--- src/rtl/mem_buffer_if.sv ---
// mem_buffer_if: push/pop bus between a byte driver and mem_buffer.
//   master : driver side; drives write_en/data_in/read_en and observes the rest.
//   slave  : buffer side; drives data_out/data_valid/full/empty/count/overflow/underflow.
interface mem_buffer_if #(
    parameter int unsigned DATA_W = 8,
    parameter int unsigned DEPTH  = 16
);
    logic                     write_en;
    logic [DATA_W-1:0]        data_in;
    logic                     read_en;
    logic [DATA_W-1:0]        data_out;
    logic                     data_valid;
    logic                     full;
    logic                     empty;
    logic [$clog2(DEPTH):0]   count;
    logic                     overflow;
    logic                     underflow;

    modport master (
        output write_en, data_in, read_en,
        input  data_out, data_valid, full, empty, count, overflow, underflow
    );

    modport slave (
        input  write_en, data_in, read_en,
        output data_out, data_valid, full, empty, count, overflow, underflow
    );
endinterface

--- src/rtl/mem_buffer.sv ---
// mem_buffer: DEPTH x DATA_W first-in first-out byte buffer with registered pop data,
// occupancy flags and one-cycle overflow/underflow pulses.
//   clk    : rising-edge clock
//   rst_n  : asynchronous active-low reset
//   bus    : mem_buffer_if.slave (write_en/data_in push, read_en pop, data_out/data_valid
//            registered pop result, full/empty/count occupancy, overflow/underflow pulses)
// DEPTH must be a power of two and at least 2 so the pointers wrap by plain overflow.
module mem_buffer #(
    parameter int unsigned DATA_W = 8,
    parameter int unsigned DEPTH  = 16
) (
    input logic        clk,
    input logic        rst_n,
    mem_buffer_if.slave bus
);
    localparam int unsigned AW = $clog2(DEPTH);
    localparam int unsigned CW = AW + 1;

    logic [DATA_W-1:0] mem_q [DEPTH];
    logic [AW-1:0]     wr_ptr_q, rd_ptr_q;
    logic [CW-1:0]     count_q, count_d;
    logic [DATA_W-1:0] data_out_q;
    logic              data_valid_q;
    logic              overflow_q;
    logic              underflow_q;

    logic full, empty;
    logic rd_acc, wr_acc;

    // Flags decode from the registered count only.
    assign full  = (count_q == CW'(DEPTH));
    assign empty = (count_q == '0);

    // A write into a full buffer still lands when a read frees a slot on the same edge.
    // A read on an empty buffer never falls through to a concurrent write.
    always_comb begin
        rd_acc  = bus.read_en && !empty;
        wr_acc  = bus.write_en && (!full || rd_acc);
        count_d = count_q + CW'(wr_acc) - CW'(rd_acc);
    end

    always_ff @(posedge clk or negedge rst_n) begin
        if (!rst_n) begin
            wr_ptr_q     <= '0;
            rd_ptr_q     <= '0;
            count_q      <= '0;
            data_out_q   <= '0;
            data_valid_q <= 1'b0;
            overflow_q   <= 1'b0;
            underflow_q  <= 1'b0;
        end else begin
            count_q      <= count_d;
            data_valid_q <= rd_acc;
            overflow_q   <= bus.write_en && full && !rd_acc;
            underflow_q  <= bus.read_en && empty;
            if (wr_acc) begin
                wr_ptr_q <= wr_ptr_q + 1'b1;
            end
            if (rd_acc) begin
                rd_ptr_q   <= rd_ptr_q + 1'b1;
                data_out_q <= mem_q[rd_ptr_q];
            end
        end
    end

    // Storage is not reset; stale entries are unreachable because the pointers are.
    always_ff @(posedge clk) begin
        if (wr_acc) begin
            mem_q[wr_ptr_q] <= bus.data_in;
        end
    end

    assign bus.data_out   = data_out_q;
    assign bus.data_valid = data_valid_q;
    assign bus.full       = full;
    assign bus.empty      = empty;
    assign bus.count      = count_q;
    assign bus.overflow   = overflow_q;
    assign bus.underflow  = underflow_q;
endmodule
--- src/flat_wrapper.sv ---
// flat-port wrapper written by rule: the top's interface ports become plain ports
module mem_buffer_flat 
#(
    parameter int unsigned DATA_W = 8,
    parameter int unsigned DEPTH  = 16
)
  (clk, rst_n, bus_write_en, bus_data_in, bus_read_en, bus_data_out, bus_data_valid, bus_full, bus_empty, bus_count, bus_overflow, bus_underflow);
  mem_buffer_if #(.DATA_W(DATA_W), .DEPTH(DEPTH)) bus_i ();
  input logic clk;
  input logic rst_n;
  input wire logic [$bits(bus_i.write_en)-1:0] bus_write_en;
  input wire logic [$bits(bus_i.data_in)-1:0] bus_data_in;
  input wire logic [$bits(bus_i.read_en)-1:0] bus_read_en;
  output wire logic [$bits(bus_i.data_out)-1:0] bus_data_out;
  output wire logic [$bits(bus_i.data_valid)-1:0] bus_data_valid;
  output wire logic [$bits(bus_i.full)-1:0] bus_full;
  output wire logic [$bits(bus_i.empty)-1:0] bus_empty;
  output wire logic [$bits(bus_i.count)-1:0] bus_count;
  output wire logic [$bits(bus_i.overflow)-1:0] bus_overflow;
  output wire logic [$bits(bus_i.underflow)-1:0] bus_underflow;
  assign bus_i.write_en = bus_write_en;
  assign bus_i.data_in = bus_data_in;
  assign bus_i.read_en = bus_read_en;
  assign bus_data_out = bus_i.data_out;
  assign bus_data_valid = bus_i.data_valid;
  assign bus_full = bus_i.full;
  assign bus_empty = bus_i.empty;
  assign bus_count = bus_i.count;
  assign bus_overflow = bus_i.overflow;
  assign bus_underflow = bus_i.underflow;
  mem_buffer #(.DATA_W(DATA_W), .DEPTH(DEPTH)) u_core (.clk(clk), .rst_n(rst_n), .bus(bus_i));
endmodule
--- config.mk ---
export PLATFORM = sky130hd
export DESIGN_NAME = mem_buffer_flat
export DESIGN_NICKNAME = d
export VERILOG_FILES = /design/src/rtl/mem_buffer_if.sv /design/src/rtl/mem_buffer.sv /design/src/flat_wrapper.sv
export SDC_FILE = /design/constraint.sdc
export NUM_CORES = 1
export LEC_CHECK = 0
export ABC_AREA = 1
export CELL_PAD_IN_SITES_DETAIL_PLACEMENT = 2
export CELL_PAD_IN_SITES_GLOBAL_PLACEMENT = 2
export CORE_UTILIZATION = 40
export DETAILED_ROUTE_END_ITERATION = 16
export GPL_ROUTABILITY_DRIVEN = 0
export PLACE_DENSITY_LB_ADDON = 0.1
export SLEW_MARGIN = 20
export SYNTH_ARGS = -nofsm -noshare
export SYNTH_HDL_FRONTEND = slang
export SYNTH_SLANG_ARGS = --single-unit
--- constraint.sdc ---
create_clock -name clk -period 3.28 [get_ports clk]
set_input_delay 0.492 -clock clk [delete_from_list [all_inputs] [get_ports clk]]
set_output_delay 0.492 -clock clk [all_outputs]
set_load 0.005 [all_outputs]
Word-level counts from Yosys, hierarchy flattened
Memory sizes are Yosys's and may differ from the RTL's. A register that Yosys moved wholly into a read port is not among the register bits.
Index checks and enable logic that the tools add are counted.
Storage, ports and cells
  input bits: 12
  RAM bits: 128
  memories kept: 1
  bits in registers: 16
Operators by class
  reduce and logical (&&, ||, !) cells: 11
  muxes and demuxes: 2
  add/sub/neg operators: 4
  eq/ne operators: 1
Memories
  u_core.mem_q: depth 16, bits a word 8, read ports 1, clocked after Yosys merged registers in 1, wr ports 1, line mem_buffer.sv:19  | logic [DATA_W-1:0] mem_q [DEPTH];
Operator list (number)
  $add A4 B1 Y4 const B: 2
  $add A5 B1 Y5: 1
  $eq A5 B5 Y1 const B: 1
  $logic_and A1 B1 Y1: 5
  $logic_not A5 Y1: 1
  $sub A5 B1 Y5: 1
  $logic_not A1 Y1: 4
  $mux W1: 2
  $logic_or A1 B1 Y1: 1

Depth between registers and ports, before layout
  depth in word-level cells: 7
  gate-level depth with buffers: 14

Worst setup path after synthesis
No wires, ideal clock.
  path kind: register to register
  start: register u_core.count_q[3], in the netlist u_core.bus.count[3]
  end: register u_core.count_q[4], in the netlist u_core.bus.count[4]
  cell stages (with the launch flop): 15
  library setup time: 0.079 ns
  buffers on the path: 1
  path slack: 0.708 ns
  required time: 3.201 ns
  arrival: 2.492 ns
  period minus slack after synthesis: 2.572 ns
  cells stage by stage: dfrtp_1 -> inv_1 -> ha_1 -> nand4_1 -> nand2_2 -> inv_2 -> buf_2 -> ha_1 -> inv_1 -> ha_1 -> fa_1 -> a21oi_1 -> nor2_1 -> nor2_1 -> xor2_1
On the way
  longest elaborated chain between the ends: 7
  elaborated cells between the ends (all ways): 9
  those cells by class: add/sub: 2; eq/ne: 1; reduce/logical: 6
Ends and longest elaborated chain
  start: declaration: line mem_buffer.sv:21  | logic [CW-1:0] count_q, count_d;
  start signal: assignment: line mem_buffer.sv:52  | count_q <= count_d;
  $logic_not A5 Y1 (*): line mem_buffer.sv:32  | assign empty = (count_q == '0);
  $logic_not A1 Y1 (*): line mem_buffer.sv:37  | rd_acc = bus.read_en && !empty;
  $logic_and A1 B1 Y1 (*): line mem_buffer.sv:37
  named net u_core.rd_acc: line mem_buffer.sv:28  | logic rd_acc, wr_acc;
  $logic_or A1 B1 Y1: line mem_buffer.sv:38  | wr_acc = bus.write_en && (!full || rd_acc);
  $logic_and A1 B1 Y1: line mem_buffer.sv:38
  $add A5 B1 Y5: line mem_buffer.sv:39  | count_d = count_q + CW'(wr_acc) - CW'(rd_acc);
  $sub A5 B1 Y5 (*): line mem_buffer.sv:39
  named net u_core.count_d[4]: line mem_buffer.sv:21
Mark *: on every way through the listed nets, which the timed path passes. The rest lies on a longest branch.
A chain may end at the register's enable or synchronous reset.

Final worst setup path
  start: register u_core.count_q[3], in the netlist u_core.bus.count[3]
  end: register u_core.count_q[4], in the netlist u_core.bus.count[4]
On the way
  longest elaborated chain between the ends: 7
  elaborated cells between the ends (all ways): 9
  those cells by class: add/sub: 2; eq/ne: 1; reduce/logical: 6
Ends and longest elaborated chain (line)
  $logic_not A5 Y1: mem_buffer.sv:32
  $logic_not A1 Y1: mem_buffer.sv:37
  $logic_and A1 B1 Y1: mem_buffer.sv:37
  $logic_or A1 B1 Y1: mem_buffer.sv:38
  $logic_and A1 B1 Y1: mem_buffer.sv:38
  $add A5 B1 Y5: mem_buffer.sv:39
  $sub A5 B1 Y5 (*): mem_buffer.sv:39
  named net u_core.count_d[4]: mem_buffer.sv:21
Marks and branches as above.

==> results.json <==
{
  "cts_resized": 0,
  "antenna_found_initial": 0,
  "finalPower_mw": 7.02,
  "clk_pin_slew_ns": 0.06,
  "cts_htree_levels": 4,
  "route.met3.wl_um": 546,
  "end_kind": "flop",
  "ys_types": 19,
  "cts_tree": "built",
  "wl_met1_mm": 8.55,
  "layout.cells.non_filler": 916,
  "synth_top_area_cell": "edfxtp_1",
  "cts_setup_buffers": 0,
  "synth_top_area_share_pct": 57.5,
  "dp.cells": 884,
  "syn_area_per_cell_um2": 10.2,
  "synth-seq-cells": 152,
  "first_iter_violations": 250,
  "start_util_pct": 41.5,
  "crit_path_max_fanout": 15,
  "hold_viol_final": 0,
  "synthCells": 654,
  "cts_max_path_buffers": 2,
  "multi_input_area_um2": 1650,
  "cp.required_ns": 3.63,
  "p_int_mw": 4.35,
  "place_area_um2": 7190,
  "ir_drop_uv": 958,
  "first_pass_iters": 4,
  "die_h_um": 131,
  "worstMarginPinSlew_ns": 0.874,
  "cpPeakStageDelay_ns": 0.41,
  "fill_cells": 1673,
  "arrival_ns": 3.20,
  "pre_cts_slack_ns": 0.351,
  "first_global_vias": 5273,
  "ys_top_cells_by_area": "edfxtp_1 (57%), nand2_1 (12%), dfrtp_1 (9.0%)",
  "highest_layer": "met4",
  "slew_viol_final": 0,
  "min_period_ns": 2.84,
  "worst_path_max_delay_cell": "fa_1",
  "yosys_warnings": 0,
  "drc_errors": 0,
  "swShare_pct": 38.0,
  "ios": 30,
  "nets": 711,
  "cts_inserted_buffers": 17,
  "slew_headroom_pct": 41.6,
  "grt_setup_unrepaired": "false",
  "diodes": 0,
  "leakagePower_nw": 3.41,
  "layout_common_cells": "nand2_1 (206), edfxtp_1 (128), inv_1 (108)",
  "power_density_nw_per_um2": 904,
  "via_per_inst": 5.09,
  "grt.overflow.total": 0,
  "grt_max_degree": 67,
  "seqCellArea_um2": 4450,
  "mostFrequentLayoutCell": "nand2_1",
  "hpwl_mm": 12.9,
  "comb_power_share_pct": 35.2,
  "timing.hold.ws_ns": 0.0662,
  "core_um2": 16100,
  "grtUsageTotal_pct": 25.0,
  "routedWlPerCell_um": 22.0,
  "port_buffers": 29,
  "postRouteAntennaNets": 0,
  "drive_above_1_share_pct": 7.57,
  "p_clk_share_pct": 27.7,
  "ys_seq_area_share_pct": 66.5,
  "crit_path_frequent_cell": "ha_1",
  "max_freq_mhz": 352,
  "syn_area_um2": 6690,
  "outcome": "finished clean",
  "cp_cell_sequence": "inv_1 -> ha_1 -> nand4_1 -> nand2_2 -> inv_2 -> ha_1 -> inv_1 -> ha_1 -> fa_1 -> a21oi_1 -> nor2_1 -> nor2_1 -> xor2_1",
  "grt_pass1_wl_mm": 31.6,
  "path_class": "flop to flop",
  "fin_tns_setup_ns": 0,
  "wl_met2_mm": 10.6,
  "vias": 4664,
  "finalCritPeriodShare_pct": 86.6,
  "seq_power_share_pct": 37.1,
  "p_switching_mw": 2.67,
  "synth_nets": 678,
  "cts_sinks": 152,
  "drv_cap": 0,
  "worstHoldPathType": "input pin to async pin",
  "syn2layout_area_growth_pct": 16.2,
  "utilization_pct": 48.2,
  "final_cell_area_um2": 7770,
  "clk_latency_ns": 0.43,
  "hold_buffers": 0,
  "die-area_um2": 17200,
  "crit_path_start_kind": "flop",
  "setup_viol": 0,
  "chipWidth_um": 131,
  "drt-total-wl_mm": 20.1,
  "skew_ns": 0.00602,
  "finalWorstSetupSlack_ns": 0.438,
  "cts_root_buf": "clkbuf_16",
  "rows": 46
}
-- critical path: cells and delay by family, from the launching register on --
family | cells | cell delay, ns
xor+xnor | 1 | 0.14
fa+ha+maj | 4 | 1.13
simple gates | 4 | 0.57
buf+inv | 3 | 0.30
flops | 1 | 0.40
compound gates | 1 | 0.21
-- routing by layer --
| metal | vias up | global-route usage (%) |
|---|---|---|
| li1 | 2146 | - |
| met1 | 2407 | 29.6 |
| met2 | 84 | 45.5 |
| met3 | 27 | 4.32 |
| met4 | 0 | 8.53 |
| met5 | - | 0 |
-- area by class of cell --
type,instances,area share (%)
Clock buffer,24,6.20
Clock inverter,8,1.24
Inverter,117,5.65
Multi-Input combinational cell,359,21.3
Sequential cell,152,57.2
Tap cell,216,3.48
Timing Repair Buffer,40,4.90
-- worst paths after layout --
kind / endpoint / start / slack (ns) / depth (start not counted)
min in group clk: u_core.bus.data_out[0]$_DFFE_PN0P_ / u_core.bus.data_out[0]$_DFFE_PN0P_ / 0.50 / 2
max in group asynchronous: u_core.rd_ptr_q[0]$_DFFE_PN0P_ / rst_n / 2.79 / 1
max reg2reg: u_core.bus.count[4]$_DFF_PN0_ / u_core.bus.count[3]$_DFF_PN0_ / 0.44 / 13
min: u_core.rd_ptr_q[3]$_DFFE_PN0P_ / rst_n / 0.07 / 1
max: u_core.bus.count[4]$_DFF_PN0_ / u_core.bus.count[3]$_DFF_PN0_ / 0.44 / 13
min reg2reg: u_core.bus.data_out[0]$_DFFE_PN0P_ / u_core.bus.data_out[0]$_DFFE_PN0P_ / 0.50 / 2
-- power by group through the flow --
stage	registers [mW]	clock network [mW]	logic, mW
2_1_floorplan	2.54	0	1.56
3_3_place_gp	2.61	0	2.30
3_5_place_dp	2.64	0	2.43
4_1_cts	2.61	1.97	2.52
5_1_grt	2.63	2.03	2.74
6_report	2.60	1.94	2.47
-- flip-flops by register name (all words and copies together) (netlist names) --
register / cells
u_core.mem_q: 128
u_core.bus.data_out: 8
u_core.bus.count: 5
u_core.rd_ptr_q: 4
u_core.wr_ptr_q: 4
u_core.bus.data_valid: 1
u_core.bus.overflow: 1
u_core.bus.underflow: 1
-- cells in the mapped netlist, drive strengths merged --
library cell / n
nand2: 209
edfxtp: 128
inv: 117
nand3: 100
buf: 25
dfrtp: 24
nor2: 21
ha: 11
xor2: 10
o21ai: 4
a21oi: 2
clkbuf: 1
fa: 1
nand4: 1
-- cell families after synthesis --
group	share of synthesized area, %
buffers and inverters	8.80
flip-flops	66.5
XOR/XNOR	1.31
AND/OR/NAND/NOR	20.6
AO/OA/AOI/OAI	0.449
adder cells (fa/ha/maj)	2.36
Note: power is estimated with default switching activity, not from simulation.
